File: src/rtl/mem_port_arbiter.sv
// Shares one single-ported memory between an instruction-fetch port and a data port.
// Round-robin on conflict; each access holds the memory for WAIT_CYCLES+1 cycles.
module mem_port_arbiter #(
  parameter int WAIT_CYCLES = 1,
  parameter int DW          = 32
) (
  input  logic          CLK,
  input  logic          RST,
  input  logic          if_req,
  input  logic [DW-1:0] if_addr,
  output logic          if_gnt,
  output logic          if_done,
  output logic [DW-1:0] if_rdata,
  input  logic          d_req,
  input  logic          d_we,
  input  logic [DW-1:0] d_addr,
  input  logic [DW-1:0] d_wdata,
  output logic          d_gnt,
  output logic          d_done,
  output logic [DW-1:0] d_rdata,
  output logic          mem_en,
  output logic          mem_we,
  output logic [DW-1:0] mem_addr,
  output logic [DW-1:0] mem_wdata,
  input  logic [DW-1:0] mem_rdata,
  output logic          busy
);

  typedef enum logic [1:0] {IDLE, ACCESS, DONE} state_t;

  localparam logic [3:0] LastCnt = 4'(WAIT_CYCLES);

  state_t        r_state;
  logic [3:0]    r_cnt;
  logic          r_ownerData;
  logic          r_lastData;
  logic          r_ifGnt;
  logic          r_ifDone;
  logic [DW-1:0] r_ifRdata;
  logic          r_dGnt;
  logic          r_dDone;
  logic [DW-1:0] r_dRdata;
  logic          r_memEn;
  logic          r_memWe;
  logic [DW-1:0] r_memAddr;
  logic [DW-1:0] r_memWdata;
  logic          r_busy;

  state_t        w_nextState;
  logic [3:0]    w_nextCnt;
  logic          w_nextOwnerData;
  logic          w_nextLastData;
  logic          w_nextIfGnt;
  logic          w_nextIfDone;
  logic [DW-1:0] w_nextIfRdata;
  logic          w_nextDGnt;
  logic          w_nextDDone;
  logic [DW-1:0] w_nextDRdata;
  logic          w_nextMemEn;
  logic          w_nextMemWe;
  logic [DW-1:0] w_nextMemAddr;
  logic [DW-1:0] w_nextMemWdata;
  logic          w_pickData;

  // Next-state and next-output logic; every output is registered from these values.
  always_comb begin
    w_nextState     = r_state;
    w_nextCnt       = r_cnt;
    w_nextOwnerData = r_ownerData;
    w_nextLastData  = r_lastData;
    w_nextIfGnt     = 1'b0;
    w_nextIfDone    = 1'b0;
    w_nextIfRdata   = r_ifRdata;
    w_nextDGnt      = 1'b0;
    w_nextDDone     = 1'b0;
    w_nextDRdata    = r_dRdata;
    w_nextMemEn     = r_memEn;
    w_nextMemWe     = r_memWe;
    w_nextMemAddr   = r_memAddr;
    w_nextMemWdata  = r_memWdata;
    w_pickData      = d_req && (!if_req || !r_lastData);

    case (r_state)
      IDLE: begin
        if (if_req || d_req) begin
          w_nextState     = ACCESS;
          w_nextCnt       = 4'd0;
          w_nextOwnerData = w_pickData;
          w_nextLastData  = w_pickData;
          w_nextIfGnt     = !w_pickData;
          w_nextDGnt      = w_pickData;
          w_nextMemEn     = 1'b1;
          w_nextMemWe     = w_pickData && d_we;
          w_nextMemAddr   = w_pickData ? d_addr : if_addr;
          w_nextMemWdata  = w_pickData ? d_wdata : '0;
        end
      end
      ACCESS: begin
        if (r_cnt == LastCnt) begin
          w_nextState = DONE;
          w_nextMemEn = 1'b0;
          w_nextMemWe = 1'b0;
          if (r_ownerData) begin
            w_nextDRdata = mem_rdata;
            w_nextDDone  = 1'b1;
          end else begin
            w_nextIfRdata = mem_rdata;
            w_nextIfDone  = 1'b1;
          end
        end else begin
          w_nextCnt = r_cnt + 4'd1;
        end
      end
      DONE: begin
        w_nextState = IDLE;
      end
      default: begin
        w_nextState = IDLE;
      end
    endcase
  end

  // Reset aborts any transaction in flight; the fetch port counts as last granted.
  always_ff @(posedge CLK or negedge RST) begin
    if (!RST) begin
      r_state     <= IDLE;
      r_cnt       <= 4'd0;
      r_ownerData <= 1'b0;
      r_lastData  <= 1'b0;
      r_ifGnt     <= 1'b0;
      r_ifDone    <= 1'b0;
      r_ifRdata   <= '0;
      r_dGnt      <= 1'b0;
      r_dDone     <= 1'b0;
      r_dRdata    <= '0;
      r_memEn     <= 1'b0;
      r_memWe     <= 1'b0;
      r_memAddr   <= '0;
      r_memWdata  <= '0;
      r_busy      <= 1'b0;
    end else begin
      r_state     <= w_nextState;
      r_cnt       <= w_nextCnt;
      r_ownerData <= w_nextOwnerData;
      r_lastData  <= w_nextLastData;
      r_ifGnt     <= w_nextIfGnt;
      r_ifDone    <= w_nextIfDone;
      r_ifRdata   <= w_nextIfRdata;
      r_dGnt      <= w_nextDGnt;
      r_dDone     <= w_nextDDone;
      r_dRdata    <= w_nextDRdata;
      r_memEn     <= w_nextMemEn;
      r_memWe     <= w_nextMemWe;
      r_memAddr   <= w_nextMemAddr;
      r_memWdata  <= w_nextMemWdata;
      r_busy      <= (w_nextState != IDLE);
    end
  end

  assign if_gnt    = r_ifGnt;
  assign if_done   = r_ifDone;
  assign if_rdata  = r_ifRdata;
  assign d_gnt     = r_dGnt;
  assign d_done    = r_dDone;
  assign d_rdata   = r_dRdata;
  assign mem_en    = r_memEn;
  assign mem_we    = r_memWe;
  assign mem_addr  = r_memAddr;
  assign mem_wdata = r_memWdata;
  assign busy      = r_busy;

endmodule
File: config.mk
export PLATFORM = sky130hd
export DESIGN_NAME = mem_port_arbiter
export DESIGN_NICKNAME = d
export VERILOG_FILES = /design/src/rtl/mem_port_arbiter.sv
export SDC_FILE = /design/constraint.sdc
export NUM_CORES = 1
export LEC_CHECK = 0
export ABC_AREA = 1
export ABC_CLOCK_PERIOD_IN_PS = 2900
export CAP_MARGIN = 15
export CORE_MARGIN = 2
export CORE_UTILIZATION = 46
export DETAILED_ROUTE_END_ITERATION = 10
export GPL_ROUTABILITY_DRIVEN = 0
export PLACE_DENSITY = 0.93
export RECOVER_POWER = 100
export SLEW_MARGIN = 25
export SYNTH_ARGS = -nofsm -noshare
export SYNTH_HDL_FRONTEND = slang
export SYNTH_SLANG_ARGS = --single-unit
File: constraint.sdc
create_clock -name CLK -period 2.9 [get_ports CLK]
set_input_delay 0.725 -clock CLK [delete_from_list [all_inputs] [get_ports CLK]]
set_output_delay 0.725 -clock CLK [all_outputs]
set_load 0.01 [all_outputs]
==> results of run 1 <==
==> logic make-up (layout without fill, tap and decap cells) <==
| group | count (synthesis) | in the layout | share of synthesized area |
|---|---|---|---|
| DFF | 142 | 142 | 0.581 |
| adders and majority gates | 2 | 2 | 0.00409 |
| and+or+nand+nor | 524 | 524 | 0.362 |
| buffers and inverters | 61 | 324 | 0.0476 |
| AOI/OAI and AO/OA | 4 | 4 | 0.00593 |
==> report_power, final <==
group	total, mW	switching [mW]	internal, mW
Combinational	4.65	2.63	2.03
Clock	2.48	0.820	1.66
Sequential	3.52	0.568	2.95
Total	10.7	4.01	6.64
==> worst max-delay path, stage by stage <==
cell and delay, ps:
dlygate4sd3_1 730, nand2_4 280, nor2_4 140, clkbuf_2 570, nand2_1 140, nand2_1 110
==> routing by layer <==
layer | share of wire | global-route usage | vias to the layer above | wire length, um
met5 | 0 | 0 | - | 0
met4 | 0.029 | 0.110 | 0 | 529
met3 | 0.079 | 0.0728 | 49 | 1420
met2 | 0.50 | 0.455 | 285 | 9060
met1 | 0.39 | 0.312 | 2848 | 6980
li1 | - | - | 2858 | -
==> sequential cells by signal, indices dropped and copies added (netlist names) <==
name / cells
busy: 1
d_done: 1
d_gnt: 1
d_rdata: 32
if_done: 1
if_gnt: 1
if_rdata: 32
mem_addr: 32
mem_en: 1
mem_wdata: 32
mem_we: 1
r_cnt: 4
r_lastData: 1
r_state: 2
==> final timing paths <==
path                                        startpoint                   endpoint
worst max-delay path                             d_req  mem_wdata[13]$_DFFE_PN0P_
worst min register to register  d_rdata[5]$_DFFE_PN0P_     d_rdata[5]$_DFFE_PN0P_
worst min-delay path            d_rdata[5]$_DFFE_PN0P_     d_rdata[5]$_DFFE_PN0P_
min in group asynchronous                          RST   if_rdata[18]$_DFFE_PN0P_
max in group asynchronous                          RST   mem_wdata[2]$_DFFE_PN0P_
worst max register to register  r_lastData$_DFFE_PN0P_     r_lastData$_DFFE_PN0P_
==> Yosys cell counts, drive strengths merged <==
library cell	number
buf	33
nor2	11
nand2	409
nand4	67
a21oi	1
o21ai	1
nand3	37
clkbuf	17
ha	2
o21bai	2
dfrtp	142
inv	11
==> layout make-up <==
cell class | count | area share
Timing Repair Buffer | 281 | 0.291
Inverter | 11 | 0.00432
Clock inverter | 9 | 0.0186
Clock buffer | 23 | 0.0531
Sequential cell | 142 | 0.372
Multi-Input combinational cell | 530 | 0.238
Tap cell | 176 | 0.0230
==> summary.txt, run 1 <==
Status
  – Status: finished with violations
  – Failing checks: capacitance limit, slew limit

Finish
  – Finished Cell Area: roughly 0.0096 mm2
  – Most common cell after layout, fill and taps aside: nand2_1
  – Antenna cells: 0
  – Share of cells above drive strength 1: 0.0522
  – Reg area: 0.00355 mm2
  – Area Overhead vs Synth: 56.2%
  – Footprint of the multi-input gates: 0.00227 mm2
  – FILL cells: ~900
  – Non-Filler Instances: 1,172
  – Most frequent cells in the layout: nand2_1, dfrtp_1, dlygate4sd3_1
  – Final Util: 0.728
  – Final net count: about 1,100

Clock network
  – Number of CTS-inserted buffers: 17
  – Post_cts resized: 0
  – Max Root-Sink Buffers: 2
  – Post-CTS Setup Inserts: 0
  – TritonCTS clock tree: built
  – Clk slew on worst S/H paths: 60 ps
  – Clk_lat worst skew: 420 ps
  – Hold buffers post-CTS: 0
  – Root buf cell: clkbuf_16
  – CTS sink cnt: 142
  – Htree depth: 4

Place
  – HPWL Detailed: between 10 and 15 mm
  – Placed insts: 1,140
  – IO buf count: 267
  – Placed Area: 0.00890 mm2
  – Pre-CTS setup slack: about 440 ps

Critical path
  – Reg2reg path depth: 5
  – Critical path startpoint category: input pin
  – Crit path required time: 3250 ps
  – Worst reg2reg setup slack: 730 ps
  – Crit. End Element: flop
  – Crit-path max FO: 35
  – Kind of critical path: in2reg
  – Worst endpoint data arrival time: 2720 ps

Floorplanning
  – Core area: 0.0131 mm2
  – # rows: 42
  – Die Height: roughly 120 um
  – Starting Density: 0.466
  – Ports: roughly 270
  – Width of the die: 119 um
  – Die ar.: ~0.014 mm2

Timing
  – Final setup violation count: 0
  – Tcrit/Tclk final: 0.816
  – Max Fclk: 423 MHz
  – Final Hold Fails: 0
  – Fin Clk Skew: 5.32 ps
  – Slew Viols, Final: 143
  – Final setup TNS: 0 ps
  – Post-route minimum period: 2370 ps
  – Final worst setup slack: 534 ps
  – Least-Margin Pin Slew: 1880 ps
  – Hold WS: 464 ps
  – Slew HR: -0.255
  – RSZ-0062 raised after global routing: no

Synthesis
  – Top cells by area, synth: dfrtp_1, nand2_1, nand4_1, nand3_1, buf_2
  – Synth cell types: 20
  – Register area share after synthesis: 0.581
  – Top-area cell type share of the netlist area: 0.581
  – Syn avg cell area: 8.35 um2
  – Syn Inst Count: 733
  – Yosys top cell by area: dfrtp_1
  – Syn Std Cell Area: around 0.006 mm2
  – Syn. warnings: 0
  – Mapped Nets: between 800 and 900
  – Post-synthesis register bit count: 142

Pwr
  – PwrDens: 1110 mW/mm2
  – Total power: around 11 mW
  – Worst VDD drop: 0.461 mV
  – Leak: just under 5 nW

Min path
  – Worst Hold Class: reg2reg
  – WHS Path Cells: 2

GRT
  – Largest net degree at the start of global routing: between 100 and 150
  – First-pass GRT wire length: 29.7 mm
  – Vias in the first global route: roughly 6,000
  – GRT Util Overall: 0.264
  – Grt ovf: 0
  – Antenna violations before repair: 0

Drt
  – Initial drt markers: 551
  – Routed WL: 18.0 mm
  – Vias per cell: 5.15
  – WL per Instance: 15.3 um
  – DRT Pass-1 Iters: 5
  – Vias: 6,040
  – Final ANT Viol Nets: 0
  – DRC Markers: 0

Job
  – Max Cap Violations: 1
Note: power is estimated with default switching activity, not from simulation.
==> inputs of run 2 (changes only) <==
--- a/config.mk
+++ b/config.mk
@@ -6,13 +6,13 @@
 export NUM_CORES = 1
 export LEC_CHECK = 0
 export ABC_AREA = 1
-export ABC_CLOCK_PERIOD_IN_PS = 2900
+export ABC_CLOCK_PERIOD_IN_PS = 2400
 export CAP_MARGIN = 15
 export CORE_MARGIN = 2
-export CORE_UTILIZATION = 46
+export CORE_UTILIZATION = 42
 export DETAILED_ROUTE_END_ITERATION = 10
 export GPL_ROUTABILITY_DRIVEN = 0
-export PLACE_DENSITY = 0.93
+export PLACE_DENSITY = 0.86
 export RECOVER_POWER = 100
 export SLEW_MARGIN = 25
 export SYNTH_ARGS = -nofsm -noshare
==> constraint.sdc (replaced) <==
create_clock -name CLK -period 2.4 [get_ports CLK]
set_input_delay 0.6 -clock CLK [delete_from_list [all_inputs] [get_ports CLK]]
set_output_delay 0.6 -clock CLK [all_outputs]
set_load 0.01 [all_outputs]
==> run 2 against run 1 <==
Compared with the run above: critical endpoint is now mem_addr[31]; via count fell by 1.4%; worst setup slack lost 200 ps; sequential share of layout area increased by 0.17 points; clock skew is 0.55 ps higher; global-route usage is 2.8 points lower; hold slack lost 3.7 ps; the run still ends with capacitance limit, slew limit left; register-to-register slack got worse by 280 ps; final area is 0.46% lower.
==> summary.txt, run 2 (synthesis gave the netlist of run 1 again) <==
Clock network
  – Max Root-Sink Buffers: 2
  – CTS sink cnt: 142
  – Htree depth: 4
  – Root buf cell: clkbuf_16
  – Clk_lat worst skew: 410 ps
  – TritonCTS clock tree: built
  – Hold buffers post-CTS: 0
  – Clk slew on worst S/H paths: 60 ps
  – Number of CTS-inserted buffers: 17
  – Post_cts resized: 0
  – Post-CTS Setup Inserts: 0

GRT
  – M1 GR Usage: 0.291
  – Routing usage on met3: 0.0653
  – Grt ovf: 0
  – Antenna violations before repair: 0
  – Vias in the first global route: 5,923
  – GRT Util Overall: 0.236
  – GR Util met2: 0.395
  – First-pass GRT wire length: 29.7 mm
  – GR peak layer: met2
  – Largest net degree at the start of global routing: 65

Floorplanning
  – Die Height: 125 um
  – Starting Density: 0.426
  – # rows: 44
  – Core area: 0.0144 mm2
  – Die ar.: 0.0156 mm2
  – Ports: 268
  – Width of the die: 125 um

Finish
  – Most frequent cells in the layout: nand2_1, dfrtp_1, dlygate4sd3_1
  – Final net count: 1,122
  – FILL cells: 1,147
  – Share of cells above drive strength 1: 0.0551
  – Reg area: 0.00355 mm2
  – Antenna cells: 0
  – Most common cell after layout, fill and taps aside: nand2_1
  – Area Overhead vs Synth: 55.4%
  – Non-Filler Instances: 1,183
  – Footprint of the multi-input gates: between 0.002 and 0.0025 mm2

Critical path
  – Crit. End Element: output pin
  – Max incr delay on CP: around 640 ps
  – Kind of critical path: reg2out
  – Slowest cell on the critical path: dlygate4sd3_1
  – CP Cell Sequence: dlygate4sd3_1
  – Worst endpoint data arrival time: 1470 ps
  – Crit-path max FO: 2
  – Crit path required time: 1800 ps
  – CP Buf/Inv Count: 1
  – Critical path startpoint category: flop
  – Worst path top cell family by delay: buffers and inverters

Drt
  – Final ANT Viol Nets: 0
  – Vias: 5,958
  – WL per Instance: 15.1 um
  – DRC Markers: 0
  – Routed WL: 17.9 mm
  – DRT Pass-1 Iters: 5
  – Vias per cell: 5.04
  – Initial drt markers: about 400

Timing
  – Slew HR: -0.321
  – Max Fclk: between 400 and 500 MHz
  – Final Hold Fails: 0
  – Tcrit/Tclk final: 0.862
  – Least-Margin Pin Slew: 1980 ps
  – Final setup violation count: 0
  – Slew Viols, Final: 34
  – RSZ-0062 raised after global routing: no
  – Final setup TNS: 0 ps
  – Fin Clk Skew: 5.86 ps
  – Post-route minimum period: about 2100 ps

Pwr
  – Internal Pwr Total: 7.64 mW
  – Clk network pwr share: 0.201
  – Leak: ~5 nW
  – Reg power frac: 0.337
  – PwrDens: 1310 mW/mm2
  – Worst VDD drop: 0.688 mV
  – Switching Power: 4.86 mW
  – Comb pwr share: 0.463
  – Switch share: 0.389

Place
  – IO buf count: 267
  – Placed insts: 1,152
  – HPWL Detailed: between 10 and 15 mm

Status
  – Status: finished with violations
  – Failing checks: capacitance limit, slew limit

Min path
  – Worst Hold Class: reg2reg

Job
  – Max Cap Violations: 1
==> run 2: changes by cell type in the layout (fill, tap and decap cells not counted), moves of 2 or more <==
cell       delta
buf_12        +4
bufinv_16     -3
clkbuf_2      +2
clkbuf_8      -5
clkinv_2      +7
==> run 2: area by class of cell <==
class,count,share of cell area
flip-flops and latches,142,0.373
well taps,184,0.0242
repair buffers,285,0.300
clock inverters,13,0.0130
multi-input cells,530,0.239
clock buffers,18,0.0462
inverters,11,0.00434
==> run 2: final timing paths <==
kind,slack [ps],end,startpoint,cells past startpoint
max,330,mem_addr[31],mem_addr[31]$_DFFE_PN0P_,1
min reg2reg,460,d_rdata[30]$_DFFE_PN0P_,d_rdata[30]$_DFFE_PN0P_,2
max reg2reg,450,if_rdata[14]$_DFFE_PN0P_,r_cnt[1]$_DFFE_PN0P_,7
min in group asynchronous,750,if_rdata[19]$_DFFE_PN0P_,RST,1
max in group asynchronous,520,if_rdata[29]$_DFFE_PN0P_,RST,1
min,460,d_rdata[30]$_DFFE_PN0P_,d_rdata[30]$_DFFE_PN0P_,2
==> run 2: layer usage <==
| metal | part of all wire | wire [um] | vias to the layer above |
|---|---|---|---|
| met2 | 0.49 | 8770 | 255 |
| met1 | 0.41 | 7310 | 2806 |
| met4 | 0.025 | 456 | 0 |
| li1 | - | - | 2858 |
| met5 | 0 | 0 | - |
| met3 | 0.075 | 1340 | 39 |
==> run 2: through the flow <==
stage	hold slack [ps]	setup WS, ps	utilization	instance area (um2)	total power, mW
2_1_floorplan	304	983	-	6120	7.15
3_3_place_gp	452	215	0.625	8980	10.3
3_5_place_dp	457	151	0.625	8980	10.5
4_1_cts	79.4	385	0.664	9540	13.1
5_1_grt	495	217	0.662	9510	13.4
6_report	460	332	0.662	9510	12.5
==> run 2: worst reg2reg max path: stages, from the launching register on <==
cell and delay [ps]:
dfrtp_1 420, inv_1 100, ha_1 220, nand2_1 110, nor2_4 390, clkbuf_2 400
nand4_1 150, nand2_1 100
==> run 2: power by group through the flow <==
stage | logic, mW | registers, mW | clock network (mW)
finish | 5.79 | 4.21 | 2.51
global route | 6.38 | 4.37 | 2.66
CTS | 6.27 | 4.27 | 2.56
detailed placement | 6.25 | 4.27 | 0
global placement | 6.11 | 4.23 | 0
floorplan | 2.44 | 4.71 | 0
==> inputs of run 3 (changes only) <==
--- a/config.mk
+++ b/config.mk
@@ -7,7 +7,6 @@
 export LEC_CHECK = 0
 export ABC_AREA = 1
 export ABC_CLOCK_PERIOD_IN_PS = 2400
-export CAP_MARGIN = 15
 export CORE_MARGIN = 2
 export CORE_UTILIZATION = 42
 export DETAILED_ROUTE_END_ITERATION = 10
==> results of run 3 <==
No change in the layout: final DEF, timing and power equal those of run 2.
